### config.mk
export PLATFORM = sky130hd
export DESIGN_NAME = branch_target_buffer_flat
export DESIGN_NICKNAME = d
export VERILOG_FILES = /design/src/rtl/branch_target_buffer_if.sv /design/src/rtl/branch_target_buffer.sv /design/src/flat_wrapper.sv
export SDC_FILE = /design/constraint.sdc
export NUM_CORES = 1
export LEC_CHECK = 0
export CAP_MARGIN = 40
export CORE_MARGIN = 4
export CORE_UTILIZATION = 61
export DETAILED_ROUTE_END_ITERATION = 16
export GPL_TIMING_DRIVEN = 0
export PLACE_DENSITY = 0.86
export SYNTH_ARGS = -nofsm -noshare
export SYNTH_HDL_FRONTEND = slang
export SYNTH_SLANG_ARGS = --single-unit
export TNS_END_PERCENT = 30
### constraint.sdc
create_clock -name clk -period 7.2 [get_ports clk]
set_input_delay 1.44 -clock clk [delete_from_list [all_inputs] [get_ports clk]]
set_output_delay 1.44 -clock clk [all_outputs]
set_load 0.03 [all_outputs]
### src/rtl/branch_target_buffer_if.sv
// Lookup/update bus for the branch target buffer. The fetch side drives PC and reads hit/taken/PC_Target.
// The EX side drives an update, qualified by ID_EX_Branch. rr_ptr is a debug view of the replacement pointer.
interface branch_target_buffer_if;
    logic [31:0] PC;
    logic [31:0] ID_EX_PC;
    logic        ID_EX_Branch;
    logic        Pcsrc;
    logic [31:0] Branch_Target;
    logic        hit;
    logic        taken;
    logic [31:0] PC_Target;
    logic [2:0]  rr_ptr;

    // There is no handshake: an update is accepted on every rising edge where ID_EX_Branch = 1.
    // A lookup is a pure combinational read of PC, and it is never stalled.
    modport master (
        output PC, ID_EX_PC, ID_EX_Branch, Pcsrc, Branch_Target,
        input  hit, taken, PC_Target, rr_ptr
    );

    modport slave (
        input  PC, ID_EX_PC, ID_EX_Branch, Pcsrc, Branch_Target,
        output hit, taken, PC_Target, rr_ptr
    );
endinterface

### src/rtl/branch_target_buffer.sv
// 8-entry fully-associative branch target buffer with 2-bit saturating direction counters.
// Optional macro BTB_BYPASS_EN forwards a same-cycle update of the looked-up PC to the lookup outputs.
module branch_target_buffer (
    input  logic                         clk,
    input  logic                         reset,
    branch_target_buffer_if.slave        bus
);
    logic [7:0]  r_valid;
    logic [31:0] r_tag    [8];
    logic [31:0] r_target [8];
    logic [1:0]  r_ctr    [8];
    logic [2:0]  r_rr_ptr;

    logic        w_lk_hit;
    logic [2:0]  w_lk_idx;
    logic        w_upd_hit;
    logic [2:0]  w_upd_idx;
    logic        w_free_found;
    logic [2:0]  w_free_idx;
    logic [2:0]  w_victim;
    logic [1:0]  w_new_ctr;

    function automatic logic [1:0] ctr_next(input logic [1:0] c, input logic t);
        if (t)
            return (c == 2'b11) ? 2'b11 : c + 2'b01;
        else
            return (c == 2'b00) ? 2'b00 : c - 2'b01;
    endfunction

    // Descending scans make the lowest matching index the final assignment.
    always_comb begin
        w_lk_hit     = 1'b0;
        w_lk_idx     = 3'd0;
        w_upd_hit    = 1'b0;
        w_upd_idx    = 3'd0;
        w_free_found = 1'b0;
        w_free_idx   = 3'd0;
        for (int i = 7; i >= 0; i--) begin
            if (r_valid[i] && (r_tag[i] == bus.PC)) begin
                w_lk_hit = 1'b1;
                w_lk_idx = i[2:0];
            end
            if (r_valid[i] && (r_tag[i] == bus.ID_EX_PC)) begin
                w_upd_hit = 1'b1;
                w_upd_idx = i[2:0];
            end
            if (!r_valid[i]) begin
                w_free_found = 1'b1;
                w_free_idx   = i[2:0];
            end
        end
    end

    always_comb begin
        w_victim  = w_free_found ? w_free_idx : r_rr_ptr;
        w_new_ctr = w_upd_hit ? ctr_next(r_ctr[w_upd_idx], bus.Pcsrc)
                              : (bus.Pcsrc ? 2'b10 : 2'b01);
    end

    always_comb begin
        bus.hit       = w_lk_hit;
        bus.taken     = w_lk_hit ? r_ctr[w_lk_idx][1] : 1'b0;
        bus.PC_Target = w_lk_hit ? r_target[w_lk_idx] : 32'd0;
`ifdef BTB_BYPASS_EN
        // A same-cycle update of this PC wins, whether it updates an entry or allocates one.
        if (bus.ID_EX_Branch && (bus.ID_EX_PC == bus.PC)) begin
            bus.hit       = 1'b1;
            bus.taken     = w_new_ctr[1];
            bus.PC_Target = bus.Branch_Target;
        end
`endif
        bus.rr_ptr = r_rr_ptr;
    end

    always_ff @(posedge clk) begin
        if (!reset) begin
            for (int i = 0; i < 8; i++) begin
                r_valid[i]  <= 1'b0;
                r_tag[i]    <= 32'd0;
                r_target[i] <= 32'd0;
                r_ctr[i]    <= 2'b00;
            end
            r_rr_ptr <= 3'd0;
        end else if (bus.ID_EX_Branch) begin
            if (w_upd_hit) begin
                r_ctr[w_upd_idx]    <= w_new_ctr;
                r_target[w_upd_idx] <= bus.Branch_Target;
            end else begin
                r_valid[w_victim]  <= 1'b1;
                r_tag[w_victim]    <= bus.ID_EX_PC;
                r_target[w_victim] <= bus.Branch_Target;
                r_ctr[w_victim]    <= w_new_ctr;
                // The pointer only moves when a live entry is evicted.
                if (!w_free_found)
                    r_rr_ptr <= r_rr_ptr + 3'd1;
            end
        end
    end
endmodule

### src/flat_wrapper.sv
// flat-port wrapper written by rule: the top's interface ports become plain ports
module branch_target_buffer_flat 
  (clk, reset, bus_PC, bus_ID_EX_PC, bus_ID_EX_Branch, bus_Pcsrc, bus_Branch_Target, bus_hit, bus_taken, bus_PC_Target, bus_rr_ptr);
  branch_target_buffer_if bus_i ();
  input  logic clk;
  input  logic reset;
  input wire logic [$bits(bus_i.PC)-1:0] bus_PC;
  input wire logic [$bits(bus_i.ID_EX_PC)-1:0] bus_ID_EX_PC;
  input wire logic [$bits(bus_i.ID_EX_Branch)-1:0] bus_ID_EX_Branch;
  input wire logic [$bits(bus_i.Pcsrc)-1:0] bus_Pcsrc;
  input wire logic [$bits(bus_i.Branch_Target)-1:0] bus_Branch_Target;
  output wire logic [$bits(bus_i.hit)-1:0] bus_hit;
  output wire logic [$bits(bus_i.taken)-1:0] bus_taken;
  output wire logic [$bits(bus_i.PC_Target)-1:0] bus_PC_Target;
  output wire logic [$bits(bus_i.rr_ptr)-1:0] bus_rr_ptr;
  assign bus_i.PC = bus_PC;
  assign bus_i.ID_EX_PC = bus_ID_EX_PC;
  assign bus_i.ID_EX_Branch = bus_ID_EX_Branch;
  assign bus_i.Pcsrc = bus_Pcsrc;
  assign bus_i.Branch_Target = bus_Branch_Target;
  assign bus_hit = bus_i.hit;
  assign bus_taken = bus_i.taken;
  assign bus_PC_Target = bus_i.PC_Target;
  assign bus_rr_ptr = bus_i.rr_ptr;
  branch_target_buffer u_core (.clk(clk), .reset(reset), .bus(bus_i));
endmodule
==> reports/results.txt <==
Status - finished, final reports clean
LEAKAGE - 12.7 nW
Chip height - 228 um
CP Class - input port to output port
Clock root cell - clkbuf_16
Core area - 47700 um2
Max_cap viols - 0
Crit end category - output port
CTS tree - yes
Startpoint Class - input port
Minimum clock period - 7.19 ns
Setup violators final - 0
Starting DRT DRC Count - 3583
GR peak layer - met2
Final Hold Viols - 0
R2R depth - 11
Critical path required time - 5.76 ns
P per Cell Area - 223 nW/um2
Clk sink count - 539
Slew Limit Fails - 0
Largest net degree at the start of global routing - 33
Peak VDD IR - 0.000215 V
Latest clock arrival within the worst-skew pair - 0.65 ns
Commonest cells after routing, fill and taps aside - edfxtp_1 (528), and2_1 (511), xor2_1 (333), xnor2_1 (177), nor4_1 (108)
EDFF count, synth - 528
Critical path, cell by cell - clkbuf_4 -> xnor2_1 -> nand4_1 -> nor4_1 -> nand4_1 -> or4_1 -> nor2b_1 -> o21ai_1 -> a21boi_2 -> o31ai_4 -> buf_4 -> buf_4 -> o2bb2ai_1 -> a21oi_1 -> o22ai_1 -> clkdlybuf4s50_1
Avg WL per Cell - 30.7 um
Final clock skew - 0.0329 ns
Die ar. - 51900 um2
Buf/Inv on CP - 4
Number of synthesis warnings - 0
Gr usage total - 37.4%
Avg Cell Area, Syn - 12.2 um2
Top delay family on crit path - buffers and inverters
Synth Cell Area - 29400 um2
Setup slack at placement - -0.669 ns
DRT antenna net count - 0
Met1 usage - 51.0%
Grt met3 use - 12.0%
FILL cells - 3162
Final hold slack - 0.603 ns
Router iterations before antenna repair - 6
Number of H-tree levels - 2
Max incr delay on CP - 0.71 ns
IO Port Bufs - 73
Initial core utilization - 61.7%
First-pass GRT wire length - 142000 um
Grt total ovfl - 0
Layout cells sized above 1 - 11.0%
CTS max path bufs - 3
Clk pin slew, worst setup/hold paths - 0.06 ns
Gpl congestion - 0.987
Via Count - 21700
Hold depth - 1
Vias in the first global route - 21500
Crit share post-route - 99.8%
Post-detail-place hpwl - 68100 um
Num CTS Buffers - 56
Critical path depth - 16
Initial antenna violation count - 3
Seq/Total Area, Yosys - 54.6%
Final WS setup - 0.0120 ns
Syn Nets - 2522
Min-Delay Path Class - flop to flop
Final nets - 2694
Critical Path AT - 5.75 ns
Area Growth Syn to Fin - 14.7%
Top FF cell, synth - edfxtp_1
Crit Path Max Fanout - 10
Most common cell after layout, fill and taps aside - edfxtp_1
DRT Wirelength - 99800 um
DR vias/cell - 6.68
Ports - 137
Distinct cells, synth - 73
DIE WIDTH - 228 um
Number of remaining DRC errors - 0
Pin slew with the least headroom to its limit - 1.07 ns
Rows - 80
Critical path's slowest cell - clkdlybuf4s50_1
Register bit count reported by yosys - 539
Cells after Synth - 2421
Worst relative slew slack - 28.7%
Async SR Flop Fraction - 0%
Met2 Track Usage GR - 54.2%
FMAX - 0.139 GHz
==> what timing repair did <==
action                     CTS  global route
buffers inserted             0             1
pin swaps                    0             1
hold buffers                 0             0
resized for setup           23            34
setup endpoints to repair   33            33
==> cell type report <==
class | count | area, um2 | area share, %
sequential | 539 | 16100 | 47.6
multi-input combinational | 1689 | 12400 | 36.9
clock buffer | 65 | 1440 | 4.25
timing repair buffer | 114 | 1440 | 4.25
buffer | 188 | 1110 | 3.29
tap | 615 | 769 | 2.28
clock inverter | 39 | 475 | 1.41
inverter | 5 | 18.8 | 0.0556
antenna | 1 | 2.50 | 0.00741
==> cells by family after synthesis <==
kind of cell             count (synthesis)  synth area share (%)
AND/OR/NAND/NOR                        888                  18.8
flip-flops                             539                  54.6
XOR/XNOR                               512                  15.3
AO/OA/AOI/OAI                          207                  4.90
buffers and inverters                  193                  3.60
multiplexers                            81                  2.77
adder cells (fa/ha/maj)                  1                0.0425
==> worst paths after layout <==
check | to | startpoint | slack [ns]
max | bus_PC_Target[16] | bus_PC[7] | 0.01
min | u_core.r_valid[6] | u_core.r_valid[6] | 0.60
max reg2reg | u_core.r_target[0][10] | u_core.r_tag[3][6] | 2.59
min reg2reg | u_core.r_valid[6] | u_core.r_valid[6] | 0.60
==> layer usage <==
metal  up-vias  routed length [um]  part of all wire [%]
met1     10600               36300                    36
met5         -                   0                     0
met3       373               15000                    15
met2      1765               42500                    43
met4         0                5960                   6.0
li1       8951                   -                     -
==> flip-flops by register name, indices dropped and copies added, names as in the netlist <==
register and flops:
u_core.r_tag 256, u_core.r_valid 8, u_core.bus.rr_ptr 3, u_core.r_ctr 16, u_core.r_target 256
==> worst register-to-register path, stage by stage, from the launching register on <==
cell and delay, ns:
edfxtp_1 0.42, xor2_1 0.18, nor4_1 0.55, nand3_1 0.15
nor3_1 0.71, or4_1 0.34, a31oi_2 0.10, nand3b_4 0.30
or2_2 0.34, clkbuf_1 0.24, o21ai_4 0.74, buf_16 0.25
==> report_power, final <==
| part | internal, mW | switching, mW |
|---|---|---|
| combinational | 0.287 | 0.528 |
| clock | 1.76 | 1.30 |
| sequential | 3.58 | 0.0877 |
| total | 5.63 | 1.92 |
==> synth_stat cells (all sizes together), types with 7 or more instances <==
cell type  number  area, um2
xnor2         179       1580
o2bb2ai        66        578
a21oi          71        367
dfxtp          11        220
edfxtp        528      15900
or2             7       43.8
a21o           10       75.1
nor3           34        198
clkbuf         88        338
and2          512       3210
nor2           27        111
o22ai          33        206
nand2b         14       87.6
nand3          24        125
or4            10       75.1
nand2          33        124
mux2i          79        791
xor2          333       2920
nor4          116        776
o21ai          12       63.8
buf           100        703
nand4          71        444
==> per-stage QoR <==
step	power, mW	std cells	util (%)	area [um2]	TNS, ns
floorplan	4.16	2421	-	29400	0
global placement	4.44	3109	64.8	30900	-684.15
detailed placement	4.50	3149	66.4	31700	-19.43
CTS	7.48	3253	70.5	33700	0
global route	7.70	3255	70.7	33800	-0.0552
finish	7.54	3255	70.7	33800	0
Note: power is estimated with default switching activity, not from simulation.
